`src/rtl/uart_pkg.sv`:
```
// Definitions shared by the UART blocks of the camera/plotter link:
// transmitter state encoding, parity mode codes and default frame geometry.
package uart_pkg;

  localparam int UART_DATA_WIDTH = 8;
  localparam int UART_SAMPLING   = 16;

  localparam int PAR_NONE = 0;
  localparam int PAR_EVEN = 1;
  localparam int PAR_ODD  = 2;

  typedef enum logic [2:0] {
    ST_IDLE,
    ST_START,
    ST_DATA,
    ST_PARITY,
    ST_STOP
  } uart_tx_state_e;

endpackage

```
`src/rtl/uart_tx_engine.sv`:
```
// UART transmitter: start bit, LSB-first data, optional parity, 1..2 stop bits,
// paced by the shared oversampled baud tick; bytes arrive over valid/ready.
module uart_tx_engine
  import uart_pkg::*;
#(
  parameter int DATA_WIDTH = UART_DATA_WIDTH,
  parameter int SAMPLING   = UART_SAMPLING,
  parameter int PARITY     = PAR_NONE,
  parameter int STOP_BITS  = 1
) (
  input  logic                  clk,
  input  logic                  reset,
  input  logic                  b_tick,
  input  logic                  tx_valid,
  input  logic [DATA_WIDTH-1:0] tx_data,
  output logic                  tx_ready,
  output logic                  tx,
  output logic                  tx_busy,
  output logic                  tx_done
);

  localparam int TICK_W = $clog2(SAMPLING);
  localparam int BIT_W  = $clog2(DATA_WIDTH + 1);

  localparam logic [TICK_W-1:0] TICK_LAST = TICK_W'(SAMPLING - 1);
  localparam logic [BIT_W-1:0]  DATA_LAST = BIT_W'(DATA_WIDTH - 1);
  localparam logic [BIT_W-1:0]  STOP_LAST = BIT_W'(STOP_BITS - 1);

  uart_tx_state_e        state_q, state_d;
  logic [TICK_W-1:0]     tick_q, tick_d;
  logic [BIT_W-1:0]      bit_q, bit_d;
  logic [DATA_WIDTH-1:0] shift_q, shift_d;
  logic                  par_q, par_d;
  logic                  tx_q, tx_d;
  logic                  bit_end;

  assign bit_end = b_tick && (tick_q == TICK_LAST);

  always_comb begin
    // NOTE: every variable gets its default before the case so no path can
    // leave one unassigned and infer a latch.
    state_d = state_q;
    tick_d  = tick_q;
    bit_d   = bit_q;
    shift_d = shift_q;
    par_d   = par_q;
    tx_done = 1'b0;

    // Tick counting is common to every bit of the frame; IDLE never counts.
    if (state_q != ST_IDLE && b_tick) begin
      tick_d = bit_end ? '0 : tick_q + TICK_W'(1);
    end

    case (state_q)
      ST_IDLE: begin
        if (tx_valid) begin
          shift_d = tx_data;
          par_d   = (PARITY == PAR_ODD) ? ~^tx_data : ^tx_data;
          tick_d  = '0;
          bit_d   = '0;
          state_d = ST_START;
        end
      end
      ST_START: begin
        if (bit_end) state_d = ST_DATA;
      end
      ST_DATA: begin
        if (bit_end) begin
          shift_d = shift_q >> 1;
          if (bit_q == DATA_LAST) begin
            bit_d   = '0;
            state_d = (PARITY != PAR_NONE) ? ST_PARITY : ST_STOP;
          end else begin
            bit_d = bit_q + BIT_W'(1);
          end
        end
      end
      ST_PARITY: begin
        if (bit_end) state_d = ST_STOP;
      end
      ST_STOP: begin
        if (bit_end) begin
          if (bit_q == STOP_LAST) begin
            bit_d   = '0;
            tx_done = 1'b1;
            state_d = ST_IDLE;
          end else begin
            bit_d = bit_q + BIT_W'(1);
          end
        end
      end
      default: state_d = ST_IDLE;
    endcase
  end

  // The line level is derived from the next state so each bit edge lands
  // exactly one clk after the tick that closes the previous bit.
  always_comb begin
    tx_d = 1'b1;
    case (state_d)
      ST_START:  tx_d = 1'b0;
      ST_DATA:   tx_d = shift_d[0];
      ST_PARITY: tx_d = par_d;
      default:   tx_d = 1'b1;
    endcase
  end

  // NOTE: sequential state uses non-blocking assignments so every register
  // samples pre-edge values regardless of statement order.
  always_ff @(posedge clk or posedge reset) begin
    if (reset) begin
      state_q <= ST_IDLE;
      tick_q  <= '0;
      bit_q   <= '0;
      shift_q <= '0;
      par_q   <= 1'b0;
      tx_q    <= 1'b1;
    end else begin
      state_q <= state_d;
      tick_q  <= tick_d;
      bit_q   <= bit_d;
      shift_q <= shift_d;
      par_q   <= par_d;
      tx_q    <= tx_d;
    end
  end

  assign tx       = tx_q;
  assign tx_ready = (state_q == ST_IDLE);
  assign tx_busy  = (state_q != ST_IDLE);

endmodule

```
`config.mk`:
```
export PLATFORM = sky130hd
export DESIGN_NAME = uart_tx_engine
export DESIGN_NICKNAME = d
export VERILOG_FILES = /design/src/rtl/uart_pkg.sv /design/src/rtl/uart_tx_engine.sv
export SDC_FILE = /design/constraint.sdc
export NUM_CORES = 1
export LEC_CHECK = 0
export BUFFER_PORTS_ARGS = -buffer_cell sky130_fd_sc_hd__buf_2
export CAP_MARGIN = 20
export CELL_PAD_IN_SITES_DETAIL_PLACEMENT = 1
export CELL_PAD_IN_SITES_GLOBAL_PLACEMENT = 2
export CORE_ASPECT_RATIO = 0.5
export CORE_MARGIN = 2
export CORE_UTILIZATION = 35
export DETAILED_ROUTE_END_ITERATION = 6
export HOLD_SLACK_MARGIN = 0.08
export PLACE_DENSITY = 0.87
export SLEW_MARGIN = 25
export SYNTH_ARGS = -nofsm -noshare
export SYNTH_HDL_FRONTEND = slang
export SYNTH_SLANG_ARGS = --single-unit
```
`constraint.sdc`:
```
create_clock -name clk -period 2.37 [get_ports clk]
set_clock_uncertainty 0.05 [all_clocks]
set_input_delay 0.474 -clock clk [delete_from_list [all_inputs] [get_ports clk]]
set_output_delay 0.474 -clock clk [all_outputs]
set_load 0.05 [all_outputs]
```
==> flow_metrics.py <==
metrics = {
    "critical_path": {
        "crit_slowest_cell": "dfrtp_1",
        "r2r_cells": 6,
        "critPathLaunch": "bit_q[0]",
        "r2r_start": "tick_q[0]",
        "required_ps": 1850,
        "cp-start-kind": "flip-flop",
        "worstPathCellList": "inv_1 > ha_1 > or3b_4 > nor3_2 > clkbuf_4",
        "reg2reg_slack_ps": 480,
        "reg2reg_to": "shift_q[2]",
        "cp-endpoint": "tx_done",
        "critPathKind": "flip-flop to primary output",
        "cp_data_arrival_time_ps": 1700,
        "end_kind": "primary output",
        "critPathMaxStageDelay_ps": 420,
        "path_max_fanout": 5,
    },
    "drt": {
        "drtPass1Iterations": 4,
        "wirelength_mm": 2.71,
        "drtIter0Drc": 75,
        "via_per_inst": 5.19,
        "postRouteAntennaNets": 0,
        "route.met2.wl_mm": 1.34,
        "wl_per_cell_um": 14.3,
        "vias": 987,
        "drcViolationCount": 0,
        "wl_met3_um": 68,
        "top_layer_used": "met4",
        "drt-met1-wl_mm": 1.29,
    },
    "floorplanning": {
        "dieHeight_um": 45.9,
        "die_w_um": 87.7,
        "die_area_um2": 4020,
        "pin_count": 16,
        "start_util_pct": 36.1,
        "core-area_um2": 3400,
        "std_cell_rows": 15,
    },
    "finish": {
        "utilization_pct": 41.3,
        "fin_nets": 155,
        "diodes": 0,
        "finalNonFillerCells": 190,
        "final_cell_mix": "dfrtp_1, buf_2, inv_1, nand2_1",
        "drive_above_1_share_pct": 25.2,
        "area_growth_pct": 14.3,
        "layout_commonest_cell": "dfrtp_1",
    },
    "timing": {
        "rsz0062_at_grt": "false",
        "min_period_ps": 2220,
        "hold_viol": 0,
        "setup_viol": 0,
        "relSlewSlack_pct": 45.7,
        "fin_setup_tns_ps": 0,
        "drv_slew": 0,
        "hold_slack_ps": 311,
        "worst_pin_slew_ps": 813,
        "fmax_ghz": 0.450,
        "timing.final.crit_share_pct": 93.9,
    },
    "clock_network": {
        "clkTransAtPathRegs_ps": 80,
        "postCtsHoldBufs": 0,
        "clk_latency_ps": 260,
        "cts_root_buf": "clkbuf_8",
        "htree_levels": 1,
        "cts_resized": 0,
        "clock_sinks": 21,
        "cts-buffers-inserted": 3,
        "cts_tree": "yes",
        "cts_setup_buffers": 0,
        "clock_path_buffers": 2,
    },
    "synth": {
        "syn_avg_cell_area_um2": 9.97,
        "ys_warn_count": 0,
        "syn_area_um2": 1230,
        "ys_seq_area_share_pct": 43.0,
        "synth_cells": 123,
        "ys_ff_latch": 21,
        "synth_fp_nets": 138,
        "synth-edff-count": 0,
        "synth_flop_cell": "dfrtp_1",
        "synth_cell_types": 44,
        "ys_async_sr_fraction_pct": 100,
    },
    "global_routing": {
        "grt_pass1_vias": 1000,
        "antenna_found_initial": 0,
        "grt_overflow": 0,
        "grt_max_degree": 22,
        "grt_pass1_wl_mm": 4.84,
        "grt_use_total_pct": 15.5,
    },
    "place": {
        "gp_congestion": 0.799,
        "io_buffers": 15,
        "dp_hpwl_mm": 2.03,
        "dp.cells": 186,
    },
    "pwr": {
        "ir_drop_mv": 0.513,
        "power_mw": 1.35,
        "power_density_nw_per_um2": 965,
        "p_leak_nw": 0.633,
    },
    "hold_path": {
        "min_path_type": "primary input to asynchronous set/reset pin",
    },
    "outcome": {
        "status": "finished clean",
    },
    "run": {
        "maxCapViolations": 0,
    },
}
## cell usage after synthesis, types with 2 or more instances
| cell | n | area share, % |
|---|---|---|
| o211ai_1 | 2 | 1.2 |
| a32o_1 | 2 | 1.6 |
| a222oi_1 | 6 | 4.9 |
| nor2_1 | 8 | 2.4 |
| inv_1 | 11 | 3.4 |
| nand3_1 | 2 | 0.82 |
| or3_1 | 2 | 1.0 |
| nor3_1 | 4 | 1.6 |
| a21o_1 | 2 | 1.2 |
| buf_4 | 2 | 1.2 |
| ha_1 | 3 | 3.1 |
| a21oi_1 | 4 | 1.6 |
| o31ai_1 | 2 | 1.2 |
| dfrtp_1 | 20 | 41 |
| nand3b_1 | 2 | 1.2 |
| buf_2 | 2 | 0.82 |
| nand2_1 | 9 | 2.8 |
| o21ai_0 | 8 | 3.3 |
| xnor2_1 | 7 | 5.0 |
## cell families (layout without fill, tap and decap cells)
| family | after synthesis | in the layout | share of synthesized area, % |
|---|---|---|---|
| xor+xnor | 7 | 7 | 5.00 |
| buf+inv | 18 | 34 | 6.94 |
| simple gates | 38 | 38 | 18.5 |
| flops | 21 | 21 | 43.0 |
| compound gates | 36 | 36 | 23.6 |
| fa+ha+maj | 3 | 3 | 3.06 |
## power by group
group / total [mW] / internal (mW) / switching [mW]
clock network: 0.233 / 0.120 / 0.113
registers: 0.585 / 0.483 / 0.102
logic: 0.535 / 0.220 / 0.314
## layout make-up
cell class / count / area, µm²
clock buffer: 4 / 45.0
fill: 388 / 2000
inverter: 12 / 45.0
multi-input combinational: 84 / 619
sequential: 21 / 528
tap: 51 / 63.8
timing repair buffer: 18 / 100
## metrics by stage
| step | worst slack, ps | cell area [µm²] |
|---|---|---|
| after global placement | 419 | 1350 |
| after global routing | 22.9 | 1400 |
| after CTS | 94.5 | 1400 |
| after floorplan | 217 | 1230 |
| final | 145 | 1400 |
| after detailed placement | 386 | 1350 |
## registers in the layout, summed over array words and instances, names as in the netlist
signal / cells
shift_q: 8
bit_q: 4
state_q: 3
tx: 1
tick_q: 4
par_q: 1
## worst max-delay path: cells and delay by family (launching register included)
family | cells | cell delay [ps]
DFF | 1 | 420
and+or+nand+nor | 2 | 560
adders and majority gates | 1 | 130
buffers and inverters | 2 | 330
## metal layers
layer  vias to the layer above  track usage (%)
li1                        481                -
met1                       488             21.2
met3                         2             3.26
met5                         -                0
met2                        16             26.7
met4                         0             1.85
## worst min-delay path by stage
| stage | startpoint | end | slack [ps] | cells after the start |
|---|---|---|---|---|
| finish | reset | shift_q[2] | 310 | 2 |
| detailed placement | shift_q[5] | shift_q[5] | 430 | 2 |
| CTS | reset | shift_q[2] | 340 | 2 |
| global placement | shift_q[5] | shift_q[5] | 420 | 2 |
| global route | reset | shift_q[2] | 380 | 2 |
| floorplan | reset | bit_q[0] | 400 | 1 |
Power figures use the tool's default switching activity.
